===== config.mk =====
export PLATFORM = sky130hd
export DESIGN_NAME = vregfile_readseq_flat
export DESIGN_NICKNAME = d
export VERILOG_FILES = /design/src/rtl/vregfile_readseq_if.sv /design/src/rtl/vregfile_readseq.sv /design/src/flat_wrapper.sv
export SDC_FILE = /design/constraint.sdc
export NUM_CORES = 1
export LEC_CHECK = 0
export ABC_AREA = 1
export CAP_MARGIN = 20
export CELL_PAD_IN_SITES_DETAIL_PLACEMENT = 0
export CELL_PAD_IN_SITES_GLOBAL_PLACEMENT = 2
export CORE_MARGIN = 2
export CORE_UTILIZATION = 15
export CTS_BUF_LIST = sky130_fd_sc_hd__clkbuf_16
export CTS_CLUSTER_SIZE = 16
export DETAILED_ROUTE_END_ITERATION = 7
export GPL_TIMING_DRIVEN = 1
export PLACE_DENSITY_LB_ADDON = 0.1
export SLEW_MARGIN = 0
export SYNTH_ARGS = -nofsm -noshare
export SYNTH_HDL_FRONTEND = slang
export SYNTH_SLANG_ARGS = --single-unit
export TNS_END_PERCENT = 30

===== constraint.sdc =====
create_clock -name clk -period 1.6 [get_ports clk]
set_clock_uncertainty 0.15 [all_clocks]
set_input_delay 0.32 -clock clk [delete_from_list [all_inputs] [get_ports clk]]
set_output_delay 0.32 -clock clk [all_outputs]
set_load 0.005 [all_outputs]

===== src/rtl/vregfile_readseq_if.sv =====
// ---------------------------------------------------------------------------
// vregfile_readseq_if
//
// Purpose: bundles the three handshakes around the vector register file read
// sequencer: the request channel, the register file read port pair and the
// operand output stream.
//
// Modports:
//   master : environment side (issues requests, owns the register file,
//            consumes the operand stream)
//   slave  : sequencer side (vregfile_readseq)
//
// Signals (LRB = LOG2NUMREGS - LOG2NUMBANKS):
//   req_valid/req_ready      request handshake
//   req_areg/req_breg [LRB]  base group for operands a and b
//   req_len [LRB+1]          number of element groups, 0..NUMREGS/NUMBANKS
//   req_stride [LRB]         address increment (VREGFILE_READSEQ_STRIDE_EN only)
//   flush                    synchronous abort
//   a_reg/b_reg              group address replicated to every bank
//   a_en/b_en                read enables, one bit per bank
//   a_readdatain/b_readdatain read data, valid one cycle after enable
//   out_valid/out_ready      operand stream handshake
//   out_a/out_b              operand data (pass-through of read data)
//   out_last                 final group of a request
//
// Optional feature macro: VREGFILE_READSEQ_STRIDE_EN
// ---------------------------------------------------------------------------
interface vregfile_readseq_if #(
  parameter int NUMBANKS     = 1,
  parameter int LOG2NUMBANKS = 0,
  parameter int WIDTH        = 32,
  parameter int LOG2NUMREGS  = 5
);
  localparam int LRB = LOG2NUMREGS - LOG2NUMBANKS;

  logic                      req_valid;
  logic                      req_ready;
  logic [LRB-1:0]            req_areg;
  logic [LRB-1:0]            req_breg;
  logic [LRB:0]              req_len;
`ifdef VREGFILE_READSEQ_STRIDE_EN
  logic [LRB-1:0]            req_stride;
`endif
  logic                      flush;

  logic [NUMBANKS*LRB-1:0]   a_reg;
  logic [NUMBANKS*LRB-1:0]   b_reg;
  logic [NUMBANKS-1:0]       a_en;
  logic [NUMBANKS-1:0]       b_en;
  logic [NUMBANKS*WIDTH-1:0] a_readdatain;
  logic [NUMBANKS*WIDTH-1:0] b_readdatain;

  logic                      out_valid;
  logic                      out_ready;
  logic [NUMBANKS*WIDTH-1:0] out_a;
  logic [NUMBANKS*WIDTH-1:0] out_b;
  logic                      out_last;

  modport master (
`ifdef VREGFILE_READSEQ_STRIDE_EN
    output req_stride,
`endif
    output req_valid, req_areg, req_breg, req_len, flush,
    output a_readdatain, b_readdatain, out_ready,
    input  req_ready, a_reg, b_reg, a_en, b_en,
    input  out_valid, out_a, out_b, out_last
  );

  modport slave (
`ifdef VREGFILE_READSEQ_STRIDE_EN
    input  req_stride,
`endif
    input  req_valid, req_areg, req_breg, req_len, flush,
    input  a_readdatain, b_readdatain, out_ready,
    output req_ready, a_reg, b_reg, a_en, b_en,
    output out_valid, out_a, out_b, out_last
  );
endinterface


===== src/rtl/vregfile_readseq.sv =====
// ---------------------------------------------------------------------------
// vregfile_readseq
//
// Purpose: walks a request of req_len element groups through a banked vector
// register file, reading operands a and b in lock-step and presenting them as
// a valid/ready stream. Read data comes straight from the file one cycle after
// each enable; stalls work because the file holds its data while the enable is
// low, so no skid buffer is needed.
//
// Ports:
//   clk     sole clock, rising edge
//   resetn  asynchronous active-low reset
//   bus     vregfile_readseq_if.slave (request, register file, output stream)
//
// Optional feature macro: VREGFILE_READSEQ_STRIDE_EN
//   defined   : req_stride is latched on acceptance and used as the increment
//   undefined : the group address advances by 1
// ---------------------------------------------------------------------------
module vregfile_readseq #(
  parameter int NUMBANKS     = 1,
  parameter int LOG2NUMBANKS = 0,
  parameter int WIDTH        = 32,
  parameter int NUMREGS      = 32,
  parameter int LOG2NUMREGS  = 5
) (
  input logic              clk,
  input logic              resetn,
  vregfile_readseq_if.slave bus
);

  localparam int LRB  = LOG2NUMREGS - LOG2NUMBANKS;
  localparam int BUSW = NUMBANKS * WIDTH;
  localparam logic [LRB:0] REGS_PER_BANK = (LRB+1)'(NUMREGS / NUMBANKS);
  localparam logic [LRB:0] COUNT_ONE     = (LRB+1)'(1);

  typedef enum logic [1:0] {
    IDLE  = 2'd0,
    RUN   = 2'd1,
    DRAIN = 2'd2
  } state_e;

  state_e         state_q, state_d;
  logic [LRB-1:0] a_addr_q, a_addr_d;
  logic [LRB-1:0] b_addr_q, b_addr_d;
  logic [LRB:0]   count_q, count_d;
  logic           pend_q, pend_d;
  logic           last_q, last_d;
  logic           req_ready_q, req_ready_d;
  logic [LRB-1:0] stride;
`ifdef VREGFILE_READSEQ_STRIDE_EN
  logic [LRB-1:0] stride_q, stride_d;
  assign stride = stride_q;
`else
  assign stride = LRB'(1);
`endif

  logic issue;
  logic accept;
  logic out_hs;

  // Group address advance modulo the registers held by one bank. Both
  // operands are below REGS_PER_BANK, so one conditional subtract suffices.
  function automatic logic [LRB-1:0] wrap_add(input logic [LRB-1:0] base,
                                              input logic [LRB-1:0] step);
    logic [LRB:0] sum;
    sum = {1'b0, base} + {1'b0, step};
    if (sum >= REGS_PER_BANK) sum = sum - REGS_PER_BANK;
    return sum[LRB-1:0];
  endfunction

  // A new read may be launched only when the previous beat is gone or is
  // leaving this cycle; flush kills the enable in the same cycle.
  assign issue  = (state_q == RUN) && (!pend_q || bus.out_ready) && !bus.flush;
  // flush wins over an offered request: it is dropped, not accepted.
  assign accept = bus.req_valid && req_ready_q && !bus.flush;
  assign out_hs = pend_q && bus.out_ready;

  // NOTE: combinational next-state logic uses blocking assignments and gives
  // every _d signal a default first, so no latch is inferred on any path.
  always_comb begin
    state_d  = state_q;
    a_addr_d = a_addr_q;
    b_addr_d = b_addr_q;
    count_d  = count_q;
    pend_d   = pend_q;
    last_d   = last_q;
`ifdef VREGFILE_READSEQ_STRIDE_EN
    stride_d = stride_q;
`endif

    if (bus.flush) begin
      state_d = IDLE;
      pend_d  = 1'b0;
      last_d  = 1'b0;
    end else begin
      if (issue)       pend_d = 1'b1;
      else if (out_hs) pend_d = 1'b0;

      unique case (state_q)
        IDLE: begin
          // A zero-length request is consumed here without leaving IDLE.
          if (accept && (bus.req_len != '0)) begin
            a_addr_d = bus.req_areg;
            b_addr_d = bus.req_breg;
            count_d  = bus.req_len;
`ifdef VREGFILE_READSEQ_STRIDE_EN
            stride_d = bus.req_stride;
`endif
            state_d  = RUN;
          end
        end
        RUN: begin
          if (issue) begin
            a_addr_d = wrap_add(a_addr_q, stride);
            b_addr_d = wrap_add(b_addr_q, stride);
            count_d  = count_q - COUNT_ONE;
            last_d   = (count_q == COUNT_ONE);
            if (count_q == COUNT_ONE) state_d = DRAIN;
          end
        end
        DRAIN: begin
          if (out_hs && last_q) begin
            last_d  = 1'b0;
            state_d = IDLE;
          end
        end
        default: state_d = IDLE;
      endcase
    end

    req_ready_d = (state_d == IDLE);
  end

  // NOTE: state is updated with non-blocking assignments only, so every flop
  // samples the pre-edge values computed above.
  always_ff @(posedge clk or negedge resetn) begin
    if (!resetn) begin
      state_q     <= IDLE;
      a_addr_q    <= '0;
      b_addr_q    <= '0;
      count_q     <= '0;
      pend_q      <= 1'b0;
      last_q      <= 1'b0;
      req_ready_q <= 1'b0;
`ifdef VREGFILE_READSEQ_STRIDE_EN
      stride_q    <= '0;
`endif
    end else begin
      state_q     <= state_d;
      a_addr_q    <= a_addr_d;
      b_addr_q    <= b_addr_d;
      count_q     <= count_d;
      pend_q      <= pend_d;
      last_q      <= last_d;
      req_ready_q <= req_ready_d;
`ifdef VREGFILE_READSEQ_STRIDE_EN
      stride_q    <= stride_d;
`endif
    end
  end

  logic [BUSW-1:0] a_data;
  logic [BUSW-1:0] b_data;
  assign a_data = bus.a_readdatain;
  assign b_data = bus.b_readdatain;

  assign bus.req_ready = req_ready_q;
  assign bus.a_reg     = {NUMBANKS{a_addr_q}};
  assign bus.b_reg     = {NUMBANKS{b_addr_q}};
  assign bus.a_en      = {NUMBANKS{issue}};
  assign bus.b_en      = {NUMBANKS{issue}};
  assign bus.out_valid = pend_q;
  assign bus.out_last  = pend_q && last_q;
  assign bus.out_a     = a_data;
  assign bus.out_b     = b_data;

endmodule


===== src/flat_wrapper.sv =====
// flat-port wrapper written by rule: the top's interface ports become plain ports
module vregfile_readseq_flat 
#(
  parameter int NUMBANKS     = 1,
  parameter int LOG2NUMBANKS = 0,
  parameter int WIDTH        = 32,
  parameter int NUMREGS      = 32,
  parameter int LOG2NUMREGS  = 5
)
  (clk, resetn, bus_req_valid, bus_req_areg, bus_req_breg, bus_req_len, bus_flush, bus_a_readdatain, bus_b_readdatain, bus_out_ready, bus_req_ready, bus_a_reg, bus_b_reg, bus_a_en, bus_b_en, bus_out_valid, bus_out_a, bus_out_b, bus_out_last);
  vregfile_readseq_if #(.NUMBANKS(NUMBANKS), .LOG2NUMBANKS(LOG2NUMBANKS), .WIDTH(WIDTH), .LOG2NUMREGS(LOG2NUMREGS)) bus_i ();
  input logic clk;
  input logic resetn;
  input wire logic [$bits(bus_i.req_valid)-1:0] bus_req_valid;
  input wire logic [$bits(bus_i.req_areg)-1:0] bus_req_areg;
  input wire logic [$bits(bus_i.req_breg)-1:0] bus_req_breg;
  input wire logic [$bits(bus_i.req_len)-1:0] bus_req_len;
  input wire logic [$bits(bus_i.flush)-1:0] bus_flush;
  input wire logic [$bits(bus_i.a_readdatain)-1:0] bus_a_readdatain;
  input wire logic [$bits(bus_i.b_readdatain)-1:0] bus_b_readdatain;
  input wire logic [$bits(bus_i.out_ready)-1:0] bus_out_ready;
  output wire logic [$bits(bus_i.req_ready)-1:0] bus_req_ready;
  output wire logic [$bits(bus_i.a_reg)-1:0] bus_a_reg;
  output wire logic [$bits(bus_i.b_reg)-1:0] bus_b_reg;
  output wire logic [$bits(bus_i.a_en)-1:0] bus_a_en;
  output wire logic [$bits(bus_i.b_en)-1:0] bus_b_en;
  output wire logic [$bits(bus_i.out_valid)-1:0] bus_out_valid;
  output wire logic [$bits(bus_i.out_a)-1:0] bus_out_a;
  output wire logic [$bits(bus_i.out_b)-1:0] bus_out_b;
  output wire logic [$bits(bus_i.out_last)-1:0] bus_out_last;
  assign bus_i.req_valid = bus_req_valid;
  assign bus_i.req_areg = bus_req_areg;
  assign bus_i.req_breg = bus_req_breg;
  assign bus_i.req_len = bus_req_len;
  assign bus_i.flush = bus_flush;
  assign bus_i.a_readdatain = bus_a_readdatain;
  assign bus_i.b_readdatain = bus_b_readdatain;
  assign bus_i.out_ready = bus_out_ready;
  assign bus_req_ready = bus_i.req_ready;
  assign bus_a_reg = bus_i.a_reg;
  assign bus_b_reg = bus_i.b_reg;
  assign bus_a_en = bus_i.a_en;
  assign bus_b_en = bus_i.b_en;
  assign bus_out_valid = bus_i.out_valid;
  assign bus_out_a = bus_i.out_a;
  assign bus_out_b = bus_i.out_b;
  assign bus_out_last = bus_i.out_last;
  vregfile_readseq #(.NUMBANKS(NUMBANKS), .LOG2NUMBANKS(LOG2NUMBANKS), .WIDTH(WIDTH), .NUMREGS(NUMREGS), .LOG2NUMREGS(LOG2NUMREGS)) u_core (.clk(clk), .resetn(resetn), .bus(bus_i));
endmodule

==> impl_results.rst <==
.. list-table::
   :header-rows: 1

   * - Metric
     - Value
   * - Starting utilization of the core area
     - between 10% and 20%
   * - Die boundary width
     - about 120 µm
   * - Flip-flop count of the largest register after layout
     - 6
   * - Number of endpoints with negative hold slack in the final report
     - 0
   * - Most common cell after layout, fill and taps aside
     - sky130_fd_sc_hd__nand2_1
   * - Largest vdd supply drop
     - between 0.0003 and 0.0004 V
   * - Synthesized cell area
     - between 1500 and 2000 µm²
   * - Detailed placer's ending HPWL
     - just under 4 mm
   * - Portion of total power attributed to the clock network
     - between 10% and 20%
   * - Net count after synthesis
     - 343
   * - Cell internal power dissipation
     - between 1500 and 2000 µW
   * - Pin count of the biggest net entering global routing
     - 23
   * - Area taken by multi-input logic gates
     - roughly 770 µm²
   * - Vias per cell
     - 3.41
   * - Power Density
     - 1410 nW/µm²
   * - Non-filler cells, final
     - approximately 420
   * - Placer's final routability congestion estimate
     - about 0.65
   * - # clock sinks
     - 21
   * - Number of antenna repair diodes
     - 0
   * - First-pass GRT wire length
     - approximately 8 mm
   * - FILL cells
     - roughly 1.4k
   * - Highest cell delay on the worst timing path
     - just under 400 ps
   * - Die span in y
     - 116 µm
   * - Crit path launch type
     - register
   * - Drt first-iter violations
     - 53
   * - WP data arrival
     - between 1000 and 1500 ps
   * - Core area
     - 12,100 µm²
   * - Number of nets with antenna violations after routing
     - 0
   * - I/O Buffers
     - 35
   * - Switching share of power
     - 39.9%
   * - Period Utilization, post-route
     - 98.9%
   * - Fraction of layout cells with a size suffix above 1
     - 26.5%
   * - TritonCTS clock tree
     - done
   * - Overall power
     - 3220 µW
   * - Footprint of the flip-flops and latches
     - between 500 and 600 µm²
   * - Data required time at the worst endpoint
     - roughly 1100 ps
   * - Max-slew violations
     - 0
   * - Kind of end point of the critical path
     - output pin
   * - Net count, final
     - 343
   * - Status
     - complete, no violations
   * - Clock latency on the worst-skew pair
     - ~260 ps
   * - Number of H-tree levels
     - 1
   * - Number of hold buffers added after cts
     - 0
   * - Place WS
     - -473 ps
   * - Leak pwr
     - 0.00113 µW
   * - Reported net switching power
     - ~1300 µW
   * - Number of top-level pins
     - 164
   * - Setup repair after global routing missed its margin
     - yes
   * - Cells along the critical path
     - inv_2 > nand2_4 > nor2_4 > nand2_4 > inv_4 > buf_6
   * - Start-to-end type of the worst setup path
     - reg2out
   * - Cell count after placement
     - 412
   * - Top delay family on crit path
     - flip-flops
   * - FMAX
     - between 600 and 700 MHz
   * - Standard-cell rows
     - 40
   * - Flop pwr share
     - approximately 28%
   * - Max_slew headroom
     - between 80 and 90%
   * - Number of library cell types mapped by synthesis
     - 22
   * - Min cycle time layout
     - between 1500 and 2000 ps
   * - Flop and latch count out of synthesis
     - 21
   * - Aggregate global routing overflow
     - 0
   * - YS warnings
     - 0
   * - Initial antenna violation count
     - 0
   * - Combinational power share
     - 54.8%
   * - DR WL/cell
     - 12.2 µm
   * - DR pass1 iterations
     - 4
   * - Total Wirelength
     - around 5 mm
   * - Number of buffer and inverter instances along the worst setup path
     - 3
   * - Via count of the first global-routing pass
     - about 1.4k
   * - Setup Viol. Count Final
     - 0
   * - Slack of the critical path
     - 17.7 ps
   * - Worst hold path class
     - in2async
   * - Core occupancy in the finished layout
     - 18.9%
   * - Mean area per synthesized cell
     - ~7.3 µm²
   * - Clock slew at reported path FFs
     - approximately 70 ps
   * - Top cell by count, worst path
     - sky130_fd_sc_hd__nand2_4
   * - Slowest-stage cell, CP
     - sky130_fd_sc_hd__dfrtp_1
   * - Number of CTS-inserted buffers
     - 3
   * - Share of the yosys chip area belonging to registers
     - 28.2%
   * - Area of the die
     - about 13,000 µm²
   * - Synth-to-Final Area Change
     - 22.3%
   * - Post-route DRC violation count
     - 0
   * - Maximum Capacitance Violations
     - 0
   * - Commonest non-fill, non-tap cells in the layout
     - sky130_fd_sc_hd__nand2_1, sky130_fd_sc_hd__buf_4, sky130_fd_sc_hd__nand3_1, sky130_fd_sc_hd__dfrtp_1, sky130_fd_sc_hd__clkdlybuf4s50_1
   * - Number of instances in the synthesized netlist
     - 254
   * - Slew of the pin with the lowest slew margin
     - around 280 ps
   * - Largest driver fanout on the critical path
     - 2
   * - Number of buffers on the longest clock path
     - 2
   * - Final setup TNS
     - 0 ps
   * - Global-route usage over all layers
     - a little under 8%
   * - Total via count in the routed design
     - approximately 1.4k
   * - Root buf cell
     - sky130_fd_sc_hd__clkbuf_16
[cell usage after synthesis, drive strengths merged]
cell type  number  area, µm²
nand2          77        327
dfrtp          21        526
nand4           6       37.5
or2             4       25.0
buf            69        528
nor3            1       5.00
inv            17       63.8
ha              4       50.1
nor2           13       61.3
a21oi           1       5.00
clkbuf          1       3.75
o21ai          16        110
nand3          24        125
[power groups by stage]
stage | Clock (µW) | Sequential [µW] | Combinational, µW
floorplan | 0 | 944 | 995
global placement | 0 | 935 | 1780
detailed placement | 0 | 934 | 1750
CTS | 599 | 892 | 1800
global route | 608 | 923 | 2010
finish | 564 | 888 | 1760
[path summary, 6_finish.rpt]
kind | startpoint | cells after the start | slack [ps] | to
worst min-delay path | resetn | 2 | 250 | u_core.bus.a_reg[2]$_DFFE_PN0P_
max in group asynchronous | resetn | 2 | 890 | u_core.count_q[1]$_DFFE_PN0P_
worst max-delay path | u_core.state_q[1]$_DFF_PN0_ | 6 | 20 | bus_a_en
worst max register to register | u_core.state_q[1]$_DFF_PN0_ | 8 | 50 | u_core.bus.req_ready$_DFF_PN0_
min in group clk | bus_req_len[4] | 5 | 330 | u_core.count_q[4]$_DFFE_PN0P_
worst min register to register | u_core.count_q[4]$_DFFE_PN0P_ | 2 | 330 | u_core.count_q[4]$_DFFE_PN0P_
[metrics by stage]
step	area, µm²	hold WS (ps)
floorplan	1870	-126
global placement	2130	316
detailed placement	2130	321
CTS	2240	258
global route	2280	270
finish	2280	250
[cell type report]
cell class	instances	share of cell area, %
inverters	17	2.90
repair buffers	65	27.5
clock inverters	1	0.219
clock buffers	3	3.29
multi-input cells	146	33.9
flip-flops and latches	21	23.0
well taps	168	9.21
[worst register-to-register path, cell delays in order, from the launching register on]
cell	delay (ps)
sky130_fd_sc_hd__dfrtp_1	390
sky130_fd_sc_hd__inv_2	80
sky130_fd_sc_hd__nand2_4	60
sky130_fd_sc_hd__nor2_4	120
sky130_fd_sc_hd__nand2_4	70
sky130_fd_sc_hd__buf_4	200
sky130_fd_sc_hd__or2_1	270
sky130_fd_sc_hd__nand2_2	70
sky130_fd_sc_hd__nor2_1	50
[kinds of logic (layout without fill, tap and decap cells)]
group                    after synthesis  count (layout)  synth area share, %
adder cells (fa/ha/maj)                4               4                 2.68
AND/OR/NAND/NOR                      125             125                 31.1
AO/OA/AOI/OAI                         17              17                 6.17
buffers and inverters                 87              86                 31.9
flip-flops                            21              21                 28.1
[layer usage]
layer	vias up	track usage, %	routed length (µm)
met2	36	13.2	2400
met4	0	1.45	24
met1	661	10.1	2380
li1	735	-	-
met5	-	0	0
met3	2	1.88	343
[repair_timing]
item / CTS / global route
setup buffers: 4 / 1
pin swaps: 2 / 2
endpoints found under the setup margin: 31 / 21
resized for setup: 26 / 14
hold endpoints to repair: 0 / 0
No activity file was read; power rests on OpenSTA's default activity.
